`src/rtl/ifm_feeder.sv`:
```
// Feeds one rate-coded ifm bitstream to a PE row edge per MAC pass.
// The ifm magnitude is compared against a bit-reversed counter to give a low-discrepancy bitstream.
module ifm_feeder #(
    parameter int unsigned IWIDTH = 8,
    parameter int unsigned CWIDTH = IWIDTH + 1
) (
    input  logic              clk,
    input  logic              rst,
    input  logic              i_start,
    input  logic [CWIDTH-1:0] i_cycle_len,
    input  logic [IWIDTH-1:0] i_ifm,
    input  logic              i_ifm_vld,
    output logic              o_ifm_rdy,
    output logic              o_ifm_dff,
    output logic              o_en_i,
    output logic              o_clr_i,
    output logic              o_en_w,
    output logic              o_clr_w,
    output logic              o_en_o,
    output logic              o_clr_o,
    output logic              o_mac_done,
    output logic              o_busy
);

    localparam int unsigned LW = (CWIDTH > IWIDTH + 1) ? CWIDTH : IWIDTH + 1;
    localparam logic [LW-1:0] MAX_LEN = LW'(1) << IWIDTH;

    typedef enum logic [2:0] {
        IDLE     = 3'd0,
        CLEAR    = 3'd1,
        WLOAD    = 3'd2,
        WAIT_IFM = 3'd3,
        RUN      = 3'd4,
        DONE     = 3'd5
    } state_t;

    state_t              r_state;
    state_t              w_state_nxt;
    logic [CWIDTH-1:0]   r_cnt;
    logic [CWIDTH-1:0]   r_len_q;
    logic [IWIDTH-1:0]   r_ifm_q;
    logic [CWIDTH-1:0]   w_len_clamp;
    logic [IWIDTH-1:0]   w_cnt_lo;
    logic [IWIDTH-1:0]   w_rev;
    logic                w_last;

    // Lengths beyond one full sequence would only repeat values, so they saturate.
    assign w_len_clamp = (LW'(i_cycle_len) > MAX_LEN) ? CWIDTH'(MAX_LEN) : i_cycle_len;
    assign w_last      = (r_cnt == r_len_q - CWIDTH'(1));

    always_comb begin
        w_cnt_lo = IWIDTH'(r_cnt);
        w_rev    = '0;
        for (int i = 0; i < int'(IWIDTH); i++) begin
            w_rev[i] = w_cnt_lo[IWIDTH-1-i];
        end
    end

    always_ff @(posedge clk or posedge rst) begin
        if (rst) begin
            r_state <= IDLE;
        end else begin
            r_state <= w_state_nxt;
        end
    end

    // Next state and Moore output decode.
    always_comb begin
        w_state_nxt = r_state;
        o_ifm_rdy   = 1'b0;
        o_ifm_dff   = 1'b0;
        o_en_i      = 1'b0;
        o_clr_i     = 1'b0;
        o_en_w      = 1'b0;
        o_clr_w     = 1'b0;
        o_en_o      = 1'b0;
        o_clr_o     = 1'b0;
        o_mac_done  = 1'b0;
        o_busy      = 1'b1;
        case (r_state)
            IDLE: begin
                o_busy = 1'b0;
                if (i_start) begin
                    w_state_nxt = CLEAR;
                end
            end
            CLEAR: begin
                o_clr_i     = 1'b1;
                o_clr_w     = 1'b1;
                o_clr_o     = 1'b1;
                w_state_nxt = WLOAD;
            end
            WLOAD: begin
                o_en_w      = 1'b1;
                w_state_nxt = WAIT_IFM;
            end
            WAIT_IFM: begin
                o_ifm_rdy = 1'b1;
                if (i_ifm_vld) begin
                    w_state_nxt = (r_len_q != '0) ? RUN : DONE;
                end
            end
            RUN: begin
                o_en_i    = 1'b1;
                o_en_o    = 1'b1;
                o_ifm_dff = (r_ifm_q > w_rev);
                if (w_last) begin
                    w_state_nxt = DONE;
                end
            end
            DONE: begin
                o_mac_done  = 1'b1;
                w_state_nxt = IDLE;
            end
            default: begin
                w_state_nxt = IDLE;
            end
        endcase
    end

    always_ff @(posedge clk or posedge rst) begin
        if (rst) begin
            r_cnt   <= '0;
            r_len_q <= '0;
            r_ifm_q <= '0;
        end else begin
            case (r_state)
                IDLE: begin
                    if (i_start) begin
                        r_len_q <= w_len_clamp;
                    end
                end
                WAIT_IFM: begin
                    if (i_ifm_vld) begin
                        r_ifm_q <= i_ifm;
                        r_cnt   <= '0;
                    end
                end
                RUN: begin
                    r_cnt <= r_cnt + CWIDTH'(1);
                end
                default: begin
                end
            endcase
        end
    end

endmodule
```
`config.mk`:
```
export PLATFORM = sky130hd
export DESIGN_NAME = ifm_feeder
export DESIGN_NICKNAME = d
export VERILOG_FILES = /design/src/rtl/ifm_feeder.sv
export SDC_FILE = /design/constraint.sdc
export NUM_CORES = 1
export LEC_CHECK = 0
export BUFFER_PORTS_ARGS = -buffer_cell sky130_fd_sc_hd__buf_2
export CORE_MARGIN = 4
export CORE_UTILIZATION = 60
export CTS_CLUSTER_SIZE = 16
export DETAILED_ROUTE_END_ITERATION = 8
export GPL_ROUTABILITY_DRIVEN = 0
export PLACE_DENSITY = 0.87
export SLEW_MARGIN = 40
export SYNTH_ARGS = -nofsm -noshare
export SYNTH_HDL_FRONTEND = slang
export SYNTH_SLANG_ARGS = --single-unit
```
`constraint.sdc`:
```
create_clock -name clk -period 3.5 [get_ports clk]
set_input_delay 0 -clock clk [delete_from_list [all_inputs] [get_ports clk]]
set_output_delay 0 -clock clk [all_outputs]
set_load 0.02 [all_outputs]
```
---- After elaboration in Yosys (flattened, before gate mapping) ----
Cells that the tools add are included.
cells by class
  add/sub/neg operators ................... 2
  $lt $le $gt $ge ......................... 2
  equal/unequal tests ..................... 9
  multiplexer cells ....................... 15
  reduce and logical (&&, ||, !) cells .... 7
operator list
  kind                   number
  $mux W9                2
  $pmux W9 S2            1
  $pmux W3 S5            1
  $add A9 B1 Y9 const B  1
  $eq A9 B9 Y1           1
  $gt A9 B9 Y1 const B   1
  $mux W3                3
  $reduce_bool A9 Y1     1
  $sub A9 B1 Y9 const B  1
  $gt A8 B8 Y1           1
  $mux W1                8
  $eq A3 B2 Y1 const B   2
  $eq A3 B3 Y1 const B   2
  $ne A2 B2 Y1 const B   3
  $reduce_and A2 Y1      3
  $eq A3 B1 Y1 const B   1
  $logic_not A3 Y1       1
  $reduce_and A3 Y1      1
  $reduce_bool A2 Y1     1
storage, ports and cells
  register bits after elaboration ......... 29
  word-level logic and storage cells ...... 39

---- Depth between registers and ports, before layout ----
  depth in word-level cells ............... 4
  mapped depth ............................ 7

---- Least setup slack after synthesis ----
No wires, ideal clock.
  kind .................................... reg2reg
  start point ............................. register r_len_q[0]
  end point ............................... register r_state[0]
  setup time .............................. 0.111 ns
  arrival ................................. 1.621 ns
  data required time ...................... 3.389 ns
  slack ................................... 1.768 ns
  stages on the path, launching flop included .. 7
  buffers on the path ..................... 0
  clock period less this slack ............ 1.732 ns
  cell sequence ........................... dfrtp_1 > inv_1 > ha_1 > xnor2_1 > a2111oi_4 > nand4_1 > a222oi_1
on the way
  longest elaborated chain between the ends .. 4
  elaborated cells on any way between the ends .. 8
  those cells by class .................... 1 x add/sub; 2 x eq/ne; 3 x mux; 2 x reduce/logical
RTL lines
  element                                                            line     source
  start: declaration                                                 40       logic [CWIDTH-1:0] r_len_q;
  start signal: assignment                                           130      r_len_q <= w_len_clamp;
  $sub A9 B1 Y9 or $reduce_bool A9 Y1 (tied branches)                49, 100
  $eq A9 B9 Y1 or $mux W1 (tied branches)                            49, 100
  $ne A2 B2 Y1 (no source line) or $mux W3 (tied branches)           n/a
  $reduce_and A3 Y1 (no source line) or $pmux W3 S5 (tied branches)  n/a
  end signal: assignment                                             63       r_state <= w_state_nxt;
  end: declaration                                                   37       state_t r_state;
Several ways; a longest one is shown, not always the timed one. The select of a mux whose other input is x is not followed.
A chain may end at the register's enable or synchronous reset.

---- Worst setup path after layout ----
  start point ............................. register r_cnt[2]
  end point ............................... output port o_ifm_dff
on the way
  longest elaborated chain between the ends .. 2
RTL lines
  element                   line  source
  start: declaration        39    logic [CWIDTH-1:0] r_cnt;
  start signal: assignment  140   r_cnt <= r_cnt + CWIDTH'(1);
  $gt A8 B8 Y1              106   o_ifm_dff = (r_ifm_q > w_rev);
  $mux W1                   80    case (r_state)
  end: declaration          14    output logic o_ifm_dff,
Every way passes these cells.

==> flow_metrics.py <==
metrics = {
    "sta": {
        "finClkSkew_ps": 6.762,
        "fmax_mhz": 464.8,
        "drv_slew": 0,
        "fin_setup_tns_ps": 0,
        "setup_violations": 0,
        "finalCriticalPeriod_ps": 2152,
        "rsz0062_at_grt": "false",
        "tightestPinTransition_ps": 602.4,
        "final-hold-violation-count": 0,
        "post-route-period-util_pct": 61.48,
        "slew_headroom_pct": 59.78,
        "fin_ws_ps": 1348,
    },
    "clock_tree": {
        "cts_root_buffer": "clkbuf_4",
        "cts_tree": "done",
        "clkTransAtPathRegs_ps": 90,
        "htreeDepth": 2,
        "cts_made_buffers": 5,
        "numClockSinks": 29,
        "clock_latency_ps": 320,
        "cts_resized": 0,
        "cts_setup_buffers": 0,
        "clock_path_buffers": 2,
        "cts_hold_buf": 17,
    },
    "cells_and_area": {
        "utilization_pct": 77.00,
        "drive_gt1_share_pct": 18.33,
        "seqCellArea_um2": 725.7,
        "n_antenna_cell": 0,
        "final_area_um2": 2178,
        "final_net_count": 270,
        "syn2layout_area_growth_pct": 19.82,
        "fillCellCount": 195,
        "multiInputGateArea_um2": 985.9,
    },
    "setup_path": {
        "r2r_start": "r_len_q[0]$_DFFE_PP0P_",
        "endpoint_kind": "output pin",
        "rr_endpoint": "r_state[0]$_DFFE_PP0P_",
        "start_kind": "register",
        "path_class": "reg2out",
        "required_ps": 3500,
        "arrival_ps": 2150,
        "path_max_fanout": 10,
        "worst-r2r-cell-count": 6,
        "r2r_slack_ps": 1630,
    },
    "yosys": {
        "ys_warn_count": 0,
        "ys.flop_type": "dfrtp_1",
        "synth.most_common_cell": "dfrtp_1",
        "synth_common_cells": "29 x dfrtp_1, 18 x nand2_1, 14 x inv_1",
        "postSynthAreaPerCell_um2": 9.469,
        "synth_area_leader_cell": "dfrtp_1",
        "synth-edff-count": 0,
        "synth-seq-cells": 29,
        "synth_top_area_share_pct": 39.92,
        "seq_area_frac_synth_pct": 39.92,
        "ys_top_cells_by_area": "dfrtp_1 40%, ha_1 6.9%, xnor2_1 5.3%, mux2_1 5.0%, nand2_1 3.7%",
        "synth_fp_nets": 223,
        "synth_cell_types": 44,
        "synth_async_sr_flop_share_pct": 100.0,
        "syn_inst": 192,
        "synth_area_um2": 1818,
    },
    "power": {
        "fin_total_pwr_mw": 1.735,
        "peakVddDrop_mv": 0.5071,
        "power_density_nw_per_um2": 796.5,
        "p_leak_nw": 1.013,
    },
    "floorplan": {
        "io_pins": 31,
        "die_area_um2": 3975,
        "die_x_um": 63.05,
        "fp.dieH_um": 63.05,
        "core_area_um2": 2829,
        "start_util_pct": 64.26,
        "row_count": 19,
    },
    "global_route": {
        "antenna_found_initial": 0,
        "grt_max_degree": 30,
        "globalRouteOverflowTotal": 0,
        "grt_pass1_wl_um": 7134,
        "grt_pass1_vias": 1602,
        "met1_usage_pct": 27.78,
        "busiest_layer": "met2",
        "grt_use_met2_pct": 37.42,
        "met3_usage_pct": 4.496,
        "grt_usage_pct": 22.47,
    },
    "routing": {
        "post-route-drc-count": 0,
        "drtIter0Drc": 104,
        "drt_pass1_iterations": 4,
        "routed_wl_um": 3940,
        "ant_nets": 0,
        "route.vias.total": 1544,
        "wl_per_cell_um": 14.54,
        "vias_per_cell": 5.697,
    },
    "worst_hold_path": {
        "hold_depth": 3,
        "min_to": "r_state[0]$_DFFE_PP0P_",
        "hold_path.startpoint": "i_ifm_vld",
        "hold_path.class": "in2reg",
    },
    "run_status": {
        "status": "finished clean",
    },
    "place": {
        "dp_slack_ps": 1643,
        "portBuffers": 30,
        "place_area_um2": 1957,
        "dp_hpwl_um": 2730,
    },
    "job": {
        "max_cap_violations": 0,
    },
}
-- placed cells by master, fill, tap and decap left out, types with 10 or more instances in the layout --
master / n
buf_2: 30
dfrtp_1: 29
nand2_1: 18
dlygate4sd3_1: 17
inv_1: 13
o21ai_1: 11
xnor2_1: 11
nand2b_1: 10
o21ai_0: 10
ha_1: 10
-- routing by layer --
layer,share of wire (%),vias up
met5,0,-
met4,2.6,0
met3,6.2,13
met2,50,55
met1,41,713
li1,-,763
-- sequential cells by signal, indices dropped and copies added (netlist names) --
name and flops:
r_len_q 9, r_ifm_q 8, r_state 3, r_cnt 9
-- layout make-up --
type / count / area share (%)
clock buffers: 6 / 1.895
inverters: 15 / 2.585
clock inverters: 2 / 0.4595
flip-flops and latches: 29 / 33.31
repair buffers: 47 / 14.70
multi-input cells: 141 / 45.26
well taps: 31 / 1.781
-- how the worst max path moves through the flow --
stage / to / depth (start not counted) / start
floorplan: r_state[0]$_DFFE_PP0P_ / 6 / r_len_q[0]$_DFFE_PP0P_
detailed placement: r_state[0]$_DFFE_PP0P_ / 6 / r_len_q[0]$_DFFE_PP0P_
global placement: r_state[0]$_DFFE_PP0P_ / 6 / r_len_q[0]$_DFFE_PP0P_
finish: o_ifm_dff / 7 / r_cnt[2]$_DFFE_PP0P_
CTS: o_ifm_dff / 6 / r_cnt[2]$_DFFE_PP0P_
global route: o_ifm_dff / 6 / r_cnt[2]$_DFFE_PP0P_
-- cells by family after synthesis --
group                      count (synthesis)  share of synthesized area (%)
xor gates and xnor gates                  14                          6.745
muxes                                     11                          6.676
adders and majority gates                 10                          6.882
AOI/OAI and AO/OA                         37                          12.80
and+or+nand+nor                           69                          21.13
buffers and inverters                     22                          5.849
DFF                                       29                          39.92
-- per-stage QoR --
stage,cells,hold WS (ps)
5_1_grt,271,13.52
2_1_floorplan,192,78.11
4_1_cts,271,10.85
3_3_place_gp,246,210.9
3_5_place_dp,246,104.8
6_report,271,24.46
-- worst max-delay path, stage by stage (launching register included) --
cell and delay [ps]:
dfrtp_1 570, inv_1 130, ha_1 330, a21o_1 180, a21o_1 180, a21oi_1 180
a221oi_1 100, buf_2 170
-- power breakdown --
part | total (mW) | internal [mW] | leakage (nW) | switching (mW)
sequential | 0.632 | 0.465 | 0.373 | 0.166
combinational | 0.915 | 0.425 | 0.608 | 0.490
clock | 0.189 | 0.0763 | 0.0320 | 0.113
Power figures use the tool's default switching activity.
